`config.mk`:
```
export PLATFORM = sky130hd
export DESIGN_NAME = sensor_poll_scheduler
export DESIGN_NICKNAME = d
export VERILOG_FILES = /design/src/rtl/sensor_poll_scheduler_pkg.sv /design/src/rtl/sensor_phase_ctrl.sv /design/src/rtl/sensor_poll_scheduler.sv
export SDC_FILE = /design/constraint.sdc
export NUM_CORES = 1
export LEC_CHECK = 0
export CORE_MARGIN = 2
export CORE_UTILIZATION = 43
export CTS_CLUSTER_DIAMETER = 150
export CTS_CLUSTER_SIZE = 28
export DETAILED_ROUTE_END_ITERATION = 10
export PLACE_DENSITY = 0.71
export SLEW_MARGIN = 20
export SYNTH_ARGS = -nofsm -noshare
export SYNTH_HDL_FRONTEND = slang
export SYNTH_SLANG_ARGS = --single-unit
export TNS_END_PERCENT = 20
```
`constraint.sdc`:
```
create_clock -name Clk -period 2.65 [get_ports Clk]
set_clock_uncertainty 0.1 [all_clocks]
set_input_delay 0.265 -clock Clk [delete_from_list [all_inputs] [get_ports Clk]]
set_output_delay 0.265 -clock Clk [all_outputs]
set_load 0.02 [all_outputs]
```
`src/rtl/sensor_poll_scheduler_pkg.sv`:
```
// Shared definitions for the sensor poll scheduler: FSM encoding, default data
// widths and the timer width helper.
package sensor_poll_scheduler_pkg;

  localparam int TEMP_W_DEF = 11;
  localparam int DIST_W_DEF = 16;

  localparam logic [2:0] ST_IDLE      = 3'd0;
  localparam logic [2:0] ST_TEMP_REQ  = 3'd1;
  localparam logic [2:0] ST_TEMP_WAIT = 3'd2;
  localparam logic [2:0] ST_DIST_REQ  = 3'd3;
  localparam logic [2:0] ST_DIST_WAIT = 3'd4;
  localparam logic [2:0] ST_PUBLISH   = 3'd5;
  localparam logic [2:0] ST_WAIT_TICK = 3'd6;

  // Bits needed to count 0..max-1 over the largest of the cycle constants.
  function automatic int timer_width(input int a, input int b, input int c);
    int m;
    m = (a > b) ? a : b;
    m = (m > c) ? m : c;
    return (m > 2) ? $clog2(m) : 1;
  endfunction

endpackage

```
`src/rtl/sensor_phase_ctrl.sv`:
```
// One sensor phase: level request, rising-edge completion detect, timeout and
// latched result with valid/timeout flags.
module sensor_phase_ctrl #(
  parameter int W       = 11,
  parameter int TMO_CYC = 200_000,
  parameter int TMR_W   = 18
) (
  input  logic         clk_i,
  input  logic         rst_ni,
  input  logic         start_i,
  input  logic         clr_i,
  input  logic         rdy_i,
  input  logic [W-1:0] data_i,
  output logic         req_o,
  output logic         fin_o,
  output logic [W-1:0] data_o,
  output logic         valid_o,
  output logic         tmo_o
);

  logic             rdy_q;
  logic             req_q, req_d;
  logic [TMR_W-1:0] tmr_q, tmr_d;
  logic [W-1:0]     data_q, data_d;
  logic             valid_q, valid_d;
  logic             tmo_q, tmo_d;
  logic             done_s, expire_s;

  // A level already high before the request is not a completion.
  assign done_s   = rdy_i & ~rdy_q;
  assign expire_s = (tmr_q == TMR_W'(TMO_CYC - 1));
  assign fin_o    = req_q & (done_s | expire_s);

  // Next-state logic for request, phase timer and latched result.
  always_comb begin
    req_d   = req_q;
    tmr_d   = tmr_q;
    data_d  = data_q;
    valid_d = clr_i ? 1'b0 : valid_q;
    tmo_d   = clr_i ? 1'b0 : tmo_q;
    if (start_i) begin
      req_d = 1'b1;
      tmr_d = '0;
    end else if (req_q) begin
      tmr_d = tmr_q + TMR_W'(1);
      if (done_s) begin
        req_d   = 1'b0;
        data_d  = data_i;
        valid_d = 1'b1;
        tmo_d   = 1'b0;
      end else if (expire_s) begin
        req_d   = 1'b0;
        valid_d = 1'b0;
        tmo_d   = 1'b1;
      end else begin
        req_d = 1'b1;
      end
    end else begin
      tmr_d = '0;
    end
  end

  // Phase state registers.
  always_ff @(posedge clk_i or negedge rst_ni) begin
    if (!rst_ni) begin
      rdy_q   <= 1'b0;
      req_q   <= 1'b0;
      tmr_q   <= '0;
      data_q  <= '0;
      valid_q <= 1'b0;
      tmo_q   <= 1'b0;
    end else begin
      rdy_q   <= rdy_i;
      req_q   <= req_d;
      tmr_q   <= tmr_d;
      data_q  <= data_d;
      valid_q <= valid_d;
      tmo_q   <= tmo_d;
    end
  end

  assign req_o   = req_q;
  assign data_o  = data_q;
  assign valid_o = valid_q;
  assign tmo_o   = tmo_q;

endmodule

```
`src/rtl/sensor_poll_scheduler.sv`:
```
// Periodic round scheduler: temperature read, then distance read, then publish.
// Define SENSOR_POLL_ALARM_EN to build the registered BUZZER_EN alarm comparator.
module sensor_poll_scheduler
  import sensor_poll_scheduler_pkg::*;
#(
  parameter int PERIOD_CYC   = 1_000_000,
  parameter int TEMP_TMO_CYC = 200_000,
  parameter int DIST_TMO_CYC = 500_000,
  parameter int TEMP_W       = TEMP_W_DEF,
  parameter int DIST_W       = DIST_W_DEF
`ifdef SENSOR_POLL_ALARM_EN
  ,
  parameter logic [TEMP_W-1:0] TEMP_HI = 11'd38,
  parameter logic [DIST_W-1:0] DIST_LO = 16'd50
`endif
) (
  input  logic              Clk,
  input  logic              Rst_n,
  input  logic              Enable,
  output logic              LM75A_EN,
  input  logic              Read_temp_ok,
  input  logic [TEMP_W-1:0] Temp_data,
  output logic              CSB_EN,
  input  logic              CSB_done,
  input  logic [DIST_W-1:0] CSB_data,
  output logic [TEMP_W-1:0] Temp_out,
  output logic [DIST_W-1:0] Dist_out,
  output logic              Temp_valid,
  output logic              Dist_valid,
  output logic              Temp_tmo,
  output logic              Dist_tmo,
  output logic              Round_done,
  output logic              BUZZER_EN
);

  localparam int TMR_W = timer_width(PERIOD_CYC, TEMP_TMO_CYC, DIST_TMO_CYC);

  logic [2:0]       state_q, state_d;
  logic [TMR_W-1:0] cnt_q, cnt_d;
  logic             ovr_q, ovr_d;
  logic             rdone_q;
  logic             wrap_s, enter_temp_s, t_fin_s, d_fin_s;
  logic [2:0]       next_round_s;

  assign wrap_s       = (cnt_q == TMR_W'(PERIOD_CYC - 1));
  assign next_round_s = Enable ? ST_TEMP_REQ : ST_IDLE;
  assign enter_temp_s = (state_d == ST_TEMP_REQ) && (state_q != ST_TEMP_REQ);

  // Round sequencing, period counter and overrun tracking.
  always_comb begin
    state_d = state_q;
    case (state_q)
      ST_IDLE:      state_d = Enable ? ST_TEMP_REQ : ST_IDLE;
      ST_TEMP_REQ:  state_d = ST_TEMP_WAIT;
      ST_TEMP_WAIT: state_d = t_fin_s ? ST_DIST_REQ : ST_TEMP_WAIT;
      ST_DIST_REQ:  state_d = ST_DIST_WAIT;
      ST_DIST_WAIT: state_d = d_fin_s ? ST_PUBLISH : ST_DIST_WAIT;
      ST_PUBLISH:   state_d = (ovr_q || wrap_s) ? next_round_s : ST_WAIT_TICK;
      ST_WAIT_TICK: state_d = wrap_s ? next_round_s : ST_WAIT_TICK;
      default:      state_d = ST_IDLE;
    endcase

    if (state_q == ST_IDLE) begin
      cnt_d = '0;
    end else if (wrap_s) begin
      cnt_d = '0;
    end else begin
      cnt_d = cnt_q + TMR_W'(1);
    end

    if (enter_temp_s) begin
      ovr_d = 1'b0;
    end else if (wrap_s && (state_q inside {ST_TEMP_REQ, ST_TEMP_WAIT, ST_DIST_REQ, ST_DIST_WAIT})) begin
      ovr_d = 1'b1;
    end else begin
      ovr_d = ovr_q;
    end
  end

  // FSM, period counter and Round_done registers.
  always_ff @(posedge Clk or negedge Rst_n) begin
    if (!Rst_n) begin
      state_q <= ST_IDLE;
      cnt_q   <= '0;
      ovr_q   <= 1'b0;
      rdone_q <= 1'b0;
    end else begin
      state_q <= state_d;
      cnt_q   <= cnt_d;
      ovr_q   <= ovr_d;
      rdone_q <= (state_d == ST_PUBLISH);
    end
  end

  assign Round_done = rdone_q;

  sensor_phase_ctrl #(
    .W       (TEMP_W),
    .TMO_CYC (TEMP_TMO_CYC),
    .TMR_W   (TMR_W)
  ) u_temp (
    .clk_i   (Clk),
    .rst_ni  (Rst_n),
    .start_i (state_q == ST_TEMP_REQ),
    .clr_i   (enter_temp_s),
    .rdy_i   (Read_temp_ok),
    .data_i  (Temp_data),
    .req_o   (LM75A_EN),
    .fin_o   (t_fin_s),
    .data_o  (Temp_out),
    .valid_o (Temp_valid),
    .tmo_o   (Temp_tmo)
  );

  sensor_phase_ctrl #(
    .W       (DIST_W),
    .TMO_CYC (DIST_TMO_CYC),
    .TMR_W   (TMR_W)
  ) u_dist (
    .clk_i   (Clk),
    .rst_ni  (Rst_n),
    .start_i (state_q == ST_DIST_REQ),
    .clr_i   (enter_temp_s),
    .rdy_i   (CSB_done),
    .data_i  (CSB_data),
    .req_o   (CSB_EN),
    .fin_o   (d_fin_s),
    .data_o  (Dist_out),
    .valid_o (Dist_valid),
    .tmo_o   (Dist_tmo)
  );

`ifdef SENSOR_POLL_ALARM_EN
  logic buzz_q, buzz_d;

  // Alarm decision is taken once per round from the freshly published results.
  always_comb begin
    if (state_q == ST_PUBLISH) begin
      buzz_d = (Temp_valid && (Temp_out > TEMP_HI)) || (Dist_valid && (Dist_out < DIST_LO));
    end else begin
      buzz_d = buzz_q;
    end
  end

  // Alarm output register.
  always_ff @(posedge Clk or negedge Rst_n) begin
    if (!Rst_n) begin
      buzz_q <= 1'b0;
    end else begin
      buzz_q <= buzz_d;
    end
  end

  assign BUZZER_EN = buzz_q;
`else
  assign BUZZER_EN = 1'b0;
`endif

endmodule

```
==> summary.md <==
| Metric | Value |
|---|---|
| Post-route ant nets | 0 |
| I/O pin cnt | 67 |
| Layout cell share with drive strength beyond 1 | between 10 and 15% |
| Final setup violation count | 0 |
| Starting Density | between 40 and 50% |
| DP Wirelength | 6260 um |
| Routability congestion estimate | approximately 0.80 |
| CTS buffer count | 9 |
| Final WL | approximately 9000 um |
| Syn_nets | 462 |
| Distinct cell type count after synthesis | between 40 and 50 |
| First-pass GRT wire length | 15300 um |
| Max frequency | 0.466 GHz |
| Post-cts repair resize count | 0 |
| Pwr Total | about 0.0046 W |
| Post-layout minimum cycle time | 2.15 ns |
| Unrepaired setup endpoints after global routing | false |
| CP startpoint kind | flop |
| Final WS setup | 0.505 ns |
| Worst-path clk slew | around 0.10 ns |
| LEAKAGE | 2.31 nW |
| Clock Latency Late Sink | 0.37 ns |
| Register area | between 2000 and 3000 um^2 |
| Fin. max-slew vios | 0 |
| Sequential Power Share | 45.3% |
| Max VDD drop | 0.528 mV |
| Clock power share | between 20 and 25% |
| Worst Path Buf+Inv | 0 |
| Worst path top cell family by delay | simple AND/OR/NAND/NOR gates |
| CP Cell Sequence | nor4b_1, nand3_1, nor3_1, or2_2, nor2_1 |
| Synth area leaders | dfrtp_1 (55%), mux2_2 (6.7%), nor2_1 (5.4%), xor2_1 (5.0%), xnor2_1 (4.8%) |
| Die Y | 107 um |
| Critical path class | reg2reg |
| P_int | 0.00303 W |
| Via-per-instance ratio | 5.16 |
| Relative slew margins | 51.4% |
| Hold slack | approximately 0.27 ns |
| Synth Cell Area | 4560 um^2 |
| Diode count | 0 |
| Post-CTS setup buffers | 0 |
| Syn Inst Count | 427 |
| MaxCap Viol Count | 0 |
| #FFs+latches synth | 100 |
| Hold Startpoint | Read_temp_ok |
| Asr flop ratio synth | 100% |
| Worst Setup End Kind | flop |
| Commonest cells in the netlist | dfrtp_1 (100), nor2_1 (65), mux2_2 (27) |
| WHS Path Cells | 1 |
| Yosys warns | 0 |
| Die X | 107 um |
| EDFF count, synth | 0 |
| Psw | 0.00152 W |
| Sink Count | 100 |
| Synth top area share | 54.9% |
| Status | finished clean |
| Fillers | 888 |
| Port Buffers | between 60 and 70 |
| Setup_tns | 0 ns |
| Multi-input logic area | 1930 um^2 |
| Crit-path max FO | 20 |
| CTS Hold Buffers Added | 1 |
| CTS tree | yes |
| Avg WL per Cell | 14.1 um |
| Final hold vios | 0 |
| Worst r2r src | cnt_q[7] |
| Area leader, netlist | dfrtp_1 |
| Pin count of the biggest net entering global routing | 44 |
| Clock H-tree levels | 3 |
| DRC Markers | 0 |
| Area grow syn2layout | 21.7% |
| Synth Flop Type | dfrtp_1 |
| Most common cell in the synthesized netlist | dfrtp_1 |
| Pre-CTS setup slack | 0.481 ns |
| CTS max path bufs | 2 |
| Post-Synthesis Mean Instance Area | 10.7 um^2 |
| Die Footprint | 11400 um^2 |
| Root buffer cell | clkbuf_8 |
| Largest stage delay, worst path | 0.44 ns |
| GRT Total Usage | 16.8% |
| Number of core rows | 37 |
| Initial antenna violation count | 0 |
| Seq/Total Area, Yosys | 54.9% |
| FF-to-FF End | cnt_q[4] |
| Hold Crit Class | in2reg |
| Worst-case reg-to-reg path depth | 5 |
| WP data arrival | 2.28 ns |
| Pwr dens | 820 nW/um^2 |
| Switching Fraction | around 33% |
| Hold Crit Endpoint | u_temp.rdy_q |
| Core area | 10300 um^2 |
| Fin crit share | 81.0% |
| 1st-iter DRT viols | 120 |
| Via count of the routed design | ~3.3k |
| Slowest stage cell, crit path | dfrtp_1 |
| Total congestion overflow | 0 |
| R2R Setup Slk | 0.50 ns |
| CP required | 2.79 ns |
| Drt first pass iters | 4 |
| Worst-Margin Slew | 0.728 ns |
| Nets | 527 |
| Vias in the first global route | 3272 |
| Combinational share of power | roughly 33% |
registers in the layout (all words and copies together), names as in the netlist:
| signal | flops |
|---|---|
| u_temp.valid_o | 1 |
| u_temp.data_o | 11 |
| u_dist.data_o | 16 |
| state_q | 3 |
| u_dist.tmo_o | 1 |
| u_temp.tmr_q | 20 |
| Round_done | 1 |
| u_dist.valid_o | 1 |
| u_temp.tmo_o | 1 |
| u_dist.req_o | 1 |
| u_dist.rdy_q | 1 |
| cnt_q | 20 |
| ovr_q | 1 |
| u_dist.tmr_q | 20 |
| u_temp.rdy_q | 1 |
| u_temp.req_o | 1 |
stage by stage:
stage	instances	util [%]	instance area, um^2
floorplan	427	-	4560
global placement	616	51.6	5330
detailed placement	616	51.6	5330
CTS	633	53.7	5550
global route	633	53.7	5550
finish	633	53.7	5550
layout by cell type, fill, tap and decap left out, types with 2 or more instances in the layout:
cell type / Yosys / final
nor4_1: 6 / 6
nor3_1: 14 / 14
and4b_1: 2 / 2
nand4_1: 13 / 13
and3_1: 10 / 10
nor4b_1: 3 / 3
o21ai_0: 15 / 15
a21boi_0: 3 / 3
dfrtp_1: 100 / 100
nand2_1: 25 / 25
clkbuf_8: 0 / 10
ha_1: 3 / 3
or2_2: 3 / 3
a21oi_1: 7 / 7
nor2_1: 65 / 65
nand2b_1: 2 / 2
nand3_1: 25 / 25
or3_1: 7 / 7
buf_4: 3 / 4
xor2_1: 26 / 26
and4_1: 3 / 3
mux2_2: 27 / 27
clkdlybuf4s50_1: 0 / 64
inv_1: 9 / 9
or2_1: 2 / 2
xnor2_1: 25 / 25
how the worst max path moves through the flow:
stage / from / end / depth (start not counted)
after floorplan: state_q[2] / u_temp.data_o[10] / 8
after global placement: cnt_q[7] / cnt_q[18] / 5
after detailed placement: cnt_q[7] / cnt_q[5] / 5
after CTS: cnt_q[8] / cnt_q[18] / 5
after global routing: cnt_q[7] / cnt_q[19] / 5
final: cnt_q[7] / cnt_q[4] / 5
per-layer routing:
| layer | global-route usage, % | vias to the layer above | share of wire [%] |
|---|---|---|---|
| met2 | 26.5 | 73 | 48 |
| met5 | 0 | - | 0 |
| li1 | - | 1592 | - |
| met3 | 4.74 | 15 | 5.1 |
| met4 | 5.75 | 0 | 2.0 |
| met1 | 22.2 | 1587 | 45 |
final cells by class:
| type | instances | area share, % |
|---|---|---|
| Clock buffer | 10 | 2.48 |
| Clock inverter | 6 | 1.29 |
| Inverter | 9 | 0.609 |
| Multi-Input combinational cell | 302 | 34.8 |
| Sequential cell | 100 | 45.1 |
| Tap cell | 136 | 3.07 |
| Timing Repair Buffer | 70 | 12.6 |
power groups by stage:
stage	clock network (W)	registers [W]	logic [W]
after CTS	0.00106	0.00206	0.00150
after global placement	0	0.00207	0.00147
final	0.00101	0.00206	0.00148
after floorplan	0	0.00230	0.000624
after global routing	0.00112	0.00211	0.00160
after detailed placement	0	0.00209	0.00149
cell families (layout without fill, tap and decap cells):
family          count (synthesis)  count (layout)  synth area share, %
compound gates                 30              30                 3.93
xor+xnor                       51              51                 9.80
fa+ha+maj                       3               3                0.824
buf+inv                        25              95                 2.74
flops                         100             100                 54.9
mux                            27              27                 6.67
other cells                     1               1               0.0823
simple gates                  190             190                 21.1
No activity file was read; power rests on OpenSTA's default activity.
